<file path="src/rtl/stream_out_buf.sv">
// stream_out_buf: output buffer between the stream controller and an AXI4-Stream master.
// A small FIFO absorbs M_AXIS backpressure. Packet framing is checked and completed
// output packets are counted.
//
// Ports:
//   clk, rst_n                  clock, asynchronous active-low reset
//   in_valid/in_last/in_data    upstream beat (stream controller dst_*)
//   in_ready                    registered ready back to the stream controller
//   m_axis_t{valid,data,last}   AXIS master outputs, registered copy of the FIFO head
//   m_axis_tready               AXIS ready
//   err_clr                     synchronous clear of the sticky error flags
//   err_len, err_ovf            sticky packet-length and write-while-full errors
//   pkt_done                    pulse in the cycle after a TLAST beat handshakes
//   pkt_cnt                     completed output packets, wraps
module stream_out_buf #(
    parameter int unsigned DW    = 32,
    parameter int unsigned DEPTH = 4,
    parameter int unsigned BEATS = 32,
    parameter int unsigned PCW   = 16
) (
    input  logic           clk,
    input  logic           rst_n,
    input  logic           in_valid,
    input  logic           in_last,
    input  logic [DW-1:0]  in_data,
    output logic           in_ready,
    output logic           m_axis_tvalid,
    output logic [DW-1:0]  m_axis_tdata,
    output logic           m_axis_tlast,
    input  logic           m_axis_tready,
    input  logic           err_clr,
    output logic           err_len,
    output logic           err_ovf,
    output logic           pkt_done,
    output logic [PCW-1:0] pkt_cnt
);

    localparam int unsigned AW  = $clog2(DEPTH);
    localparam int unsigned CW  = AW + 1;
    localparam int unsigned BCW = $clog2(BEATS + 1);

    typedef enum logic [1:0] {
        IDLE  = 2'd0,
        RECV  = 2'd1,
        FLUSH = 2'd2
    } state_t;

    logic [DW:0]    mem [DEPTH];
    logic [AW-1:0]  wr_ptr;
    logic [AW-1:0]  rd_ptr;
    logic [CW-1:0]  count;
    logic [CW-1:0]  count_rem;
    logic [CW-1:0]  count_next;
    logic [BCW-1:0] beat_cnt;
    logic [BCW-1:0] beat_num;
    state_t         state;
    state_t         state_next;
    logic           wr;
    logic           rd;
    logic           wr_last;
    logic           len_err;
    logic           ovf_err;
    logic           done;
    logic [DW:0]    head_next;

    assign wr = in_valid & in_ready;
    assign rd = m_axis_tvalid & m_axis_tready;

    // Framing check, next state and next FIFO head.
    always_comb begin
        beat_num   = beat_cnt + BCW'(1);
        wr_last    = in_last;
        len_err    = 1'b0;
        state_next = state;
        done       = 1'b0;
        head_next  = '0;

        if (wr) begin
            if (in_last && (beat_num != BCW'(BEATS))) begin
                len_err = 1'b1;
            end
            // Missing last: terminate the packet ourselves so downstream never hangs.
            if (!in_last && (beat_num == BCW'(BEATS))) begin
                len_err = 1'b1;
                wr_last = 1'b1;
            end
            state_next = wr_last ? FLUSH : RECV;
        end

        // The only stored last bit while flushing is the packet terminator.
        if ((state == FLUSH) && rd && m_axis_tlast) begin
            done       = 1'b1;
            state_next = IDLE;
        end

        ovf_err    = in_valid & ~in_ready & (count == CW'(DEPTH));
        count_rem  = count - CW'(rd);
        count_next = count_rem + CW'(wr);

        // Entry being written becomes the head when nothing older remains.
        if (count_next != '0) begin
            if (count_rem == '0) begin
                head_next = {wr_last, in_data};
            end else begin
                head_next = mem[rd_ptr + AW'(rd)];
            end
        end
    end

    // FIFO storage; contents need no reset since count gates visibility.
    always_ff @(posedge clk) begin
        if (wr) begin
            mem[wr_ptr] <= {wr_last, in_data};
        end
    end

    // Control state, pointers and registered outputs.
    always_ff @(posedge clk or negedge rst_n) begin
        if (!rst_n) begin
            wr_ptr        <= '0;
            rd_ptr        <= '0;
            count         <= '0;
            beat_cnt      <= '0;
            state         <= IDLE;
            in_ready      <= 1'b1;
            m_axis_tvalid <= 1'b0;
            m_axis_tdata  <= '0;
            m_axis_tlast  <= 1'b0;
            err_len       <= 1'b0;
            err_ovf       <= 1'b0;
            pkt_done      <= 1'b0;
            pkt_cnt       <= '0;
        end else begin
            if (wr) begin
                wr_ptr <= wr_ptr + AW'(1);
            end
            if (rd) begin
                rd_ptr <= rd_ptr + AW'(1);
            end
            count <= count_next;
            state <= state_next;

            if (done) begin
                beat_cnt <= '0;
            end else if (wr) begin
                beat_cnt <= beat_num;
            end

            // Two free entries cover the controller's ready-to-valid lag.
            in_ready <= (count_next <= CW'(DEPTH - 2)) && (state_next != FLUSH);

            m_axis_tvalid <= (count_next != '0);
            m_axis_tdata  <= head_next[DW-1:0];
            m_axis_tlast  <= head_next[DW];

            pkt_done <= done;
            if (done) begin
                pkt_cnt <= pkt_cnt + PCW'(1);
            end

            // Sticky flags: a new event beats a coincident clear.
            err_len <= len_err | (err_len & ~err_clr);
            err_ovf <= ovf_err | (err_ovf & ~err_clr);
        end
    end

endmodule

</file>
<file path="config.mk">
export PLATFORM = sky130hd
export DESIGN_NAME = stream_out_buf
export DESIGN_NICKNAME = d
export VERILOG_FILES = /design/src/rtl/stream_out_buf.sv
export SDC_FILE = /design/constraint.sdc
export NUM_CORES = 1
export LEC_CHECK = 0
export ABC_AREA = 0
export BUFFER_PORTS_ARGS = -buffer_cell sky130_fd_sc_hd__clkbuf_2
export CAP_MARGIN = 20
export CORE_MARGIN = 2
export CORE_UTILIZATION = 52
export DETAILED_ROUTE_END_ITERATION = 8
export HOLD_SLACK_MARGIN = 0.15
export PLACE_DENSITY = 0.73
export SYNTH_ARGS = -nofsm -noshare
export SYNTH_HDL_FRONTEND = slang
export SYNTH_SLANG_ARGS = --single-unit
</file>
<file path="constraint.sdc">
create_clock -name clk -period 2.4 [get_ports clk]
set_input_delay 0.24 -clock clk [delete_from_list [all_inputs] [get_ports clk]]
set_output_delay 0.24 -clock clk [all_outputs]
set_load 0.01 [all_outputs]
</file>
==> metrics.cfg <==
[critical_path]
reg2reg_setup_slack_ns = 0.06
critical_path.startpoint_type = flop
endpoint_kind = flop
critical-path-top-cell-by-count = sky130_fd_sc_hd__ha_4
highest_cell_delay_on_the_worst_timing_path_ns = 0.38
cp_top_family = adder cells
crit_path_cell_trace = nand2_2 -> inv_2 -> ha_4 -> inv_2 -> ha_4 -> ha_4 -> xor3_1 -> nor3_2 -> buf_6 -> nor2_4 -> buf_12 -> a22o_1
critical-path-slowest-cell = sky130_fd_sc_hd__dfrtp_1
critical_path_class = flop to flop
worst_ep_arrival_time_ns = 2.71
worst_ep_required_time_ns = 2.77
path_max_fanout = 6
count_of_buffer_and_inverter_cells_on_the_critical_path = 4

[min_path]
class_of_the_tightest_hold_or_removal_check = input port to flop

[die]
number_of_core_rows = 44
initial_core_util = 0.5284
die_h_um = 125.3
coreArea_um2 = 14480
dieWidth_um = 125.3
design.die.area_um2 = 15700
number_of_top_level_design_ports = 92

[clock_tree]
clk_sinks = 201
cts_buffer_depth = 3
tritoncts = done
cts_inserted_buffers = 21
insertion_delay_ns = 0.50
htree_levels = 1
cts-root-buf = sky130_fd_sc_hd__clkbuf_16
clock_pin_transition_on_the_worst_setup_and_hold_timing_paths_ns = 0.06

[synth]
mappedNetlistNets = 458
post_synth_fa_ha_maj_area_fraction = 0.02126
synth_compound_gate_area_share = 0.04563
synth.area.mux_share = 0.09861
ys_warn_count = 0
postSynthRegisterBits = 201
yosysSeqAreaShare = 0.7439
mappedNetlistArea_um2 = 7651
synth_top_family_by_area = multiplexers
synth-xor-area-share = 0.03173
synthesized_instance_count = 407
synth_cell_types = 34
yosys.area_share.simple = 0.03908
synth.avg_cell_area_um2 = 18.80

[pwr]
design_power_total_mw = 12.89
cellLeakagePower_nw = 3.910
power.density_nw_per_um2 = 1315
max_rail_drop_vdd_mv = 0.8137

[layout]
layout.filler_cells = 938
final_common_cell = sky130_fd_sc_hd__edfxtp_1
area_used_by_multi_input_combinational_logic_um2 = 1931
post_route_cells_drive_above_1_share = 0.3604
sequential_cell_area_um2 = 5692
number_of_inserted_diodes = 0
layout.cells.most_common_list = 132 x sky130_fd_sc_hd__edfxtp_1, 90 x sky130_fd_sc_hd__clkbuf_2, 68 x sky130_fd_sc_hd__dfrtp_1
finalNetCount = 627
layout-area-overhead-vs-synth_pct = 28.11

[drt]
vias = 4377
dr.pass1.iters = 4
detail_route.wl_per_cell_um = 21.69
drt_iter0_markers = 333
drc = 0
routed_via_density = 5.648
drt.antenna.violating_nets = 0
routed_wirelength_mm = 16.81

[global_routing]
number_of_global_route_vias_before_repair = 4570
wire_length_of_the_first_global_routing_pass_mm = 25.56
maximum_number_of_pins_on_one_net_before_global_route_repair = 70
globalRoute.totalOverflow = 0
grt_antenna_before_repair = 0
groute.usage.overall = 0.2113

[place]
dp_hpwl_mm = 8.607
final_estimated_routing_congestion_in_global_placement = 0.7490
io_buffers = 91
dpl_worst_slack_ns = -0.4111

[sta]
final_critical_path_setup_slack_ns = 0.06237
fin_worst_skew_ns = 0.008452
relSlewSlack = 0.3944
setup-violations-final = 0
timing.fmax_ghz = 0.4278
timing.final.crit_share = 0.9740
worstMarginPinSlew_ns = 0.9083
hold_violations = 0
final_max_slew_viol_count = 0
final.min_clock_period_ns = 2.338

[run_status]
run_status = complete, no violations

[job]
cap_viol_max_count = 0

area by class of cell:
cell class / count / area share
Clock buffer: 24 / 0.05680
Clock inverter: 14 / 0.01570
Inverter: 15 / 0.005744
Multi-Input combinational cell: 177 / 0.1970
Sequential cell: 201 / 0.5807
Tap cell: 184 / 0.02349
Timing Repair Buffer: 160 / 0.1206
power breakdown:
group          switching (mW)  internal, mW
registers               0.328          4.41
clock network            1.30          1.99
logic                    2.36          2.50
stage by stage:
stage          hold slack [ns]  cells  cell area [µm²]  setup TNS (ns)  utilization
2_1_floorplan         -0.05559    407             7652               0            -
3_3_place_gp            0.4279    685             8463          -7.871       0.5845
3_5_place_dp            0.4381    685             8463          -12.47       0.5845
4_1_cts                 0.2052    772             9703               0       0.6702
5_1_grt                 0.2247    775             9802        -0.08459       0.6770
6_report                0.2005    775             9802               0       0.6770
Yosys cell counts, drive strengths merged:
library cell	count	area share
nand3b	1	0.00098
mux2	1	0.0015
buf	14	0.011
nand3	7	0.0046
mux4	33	0.097
o21ai	4	0.0026
and3	5	0.0041
and4	2	0.0023
a31oi	1	0.00082
xnor2	17	0.019
nor2	11	0.0057
nor4	2	0.0016
inv	15	0.0074
nand4	10	0.0082
nor3	2	0.0020
a21boi	1	0.00098
o22ai	1	0.00082
xor3	1	0.0031
a21oi	1	0.00065
xor2	8	0.0092
clkbuf	2	0.00098
edfxtp	132	0.52
dfrtp	68	0.22
a21o	1	0.00098
nor2b	1	0.00082
a22o	33	0.038
dfstp	1	0.0034
nand2	18	0.0088
a211oi	1	0.00098
ha	13	0.021
state kept, by name, indices dropped and copies added (netlist names):
name,count
m_axis_tlast,1
count,3
m_axis_tvalid,1
mem,132
err_len,1
rd_ptr,2
state,2
err_ovf,1
wr_ptr,2
beat_cnt,6
in_ready,1
pkt_cnt,16
m_axis_tdata,32
pkt_done,1
kinds of logic after synthesis:
family | after synthesis
flip-flops | 201
adder cells (fa/ha/maj) | 13
AO/OA/AOI/OAI | 43
XOR/XNOR | 26
buffers and inverters | 31
AND/OR/NAND/NOR | 59
multiplexers | 34
per-layer routing:
layer / vias up / track usage / wire, µm / share of wire
met4: 0 / 0.07059 / 445 / 0.026
met3: 36 / 0.03894 / 973 / 0.058
met5: - / 0 / 0 / 0
li1: 1933 / - / - / -
met2: 164 / 0.3536 / 8338 / 0.50
met1: 2244 / 0.2849 / 7052 / 0.42
final timing paths:
kind	start	endpoint	depth (start not counted)
worst max register to register	m_axis_tvalid	m_axis_tdata[11]	12
max in group asynchronous	rst_n	beat_cnt[0]	2
min in group asynchronous	rst_n	err_len	2
worst min-delay path	in_last	err_len	5
worst min register to register	pkt_cnt[15]	pkt_cnt[15]	1
worst max-delay path	m_axis_tvalid	m_axis_tdata[11]	12
tightest hold or removal path: cells and delay by family:
family,cells,cell delay (ns)
adders and majority gates,1,0.14
and+or+nand+nor,1,0.04
AOI/OAI and AO/OA,1,0.07
buffers and inverters,2,0.17
what timing repair did:
action	in CTS	in global routing
cloned	2	2
hold buffers	36	0
pin swaps	3	0
endpoints found under the hold margin	231	0
resized for setup	12	7
setup endpoints to repair	33	34
setup buffers	11	1
Note: power is estimated with default switching activity, not from simulation.
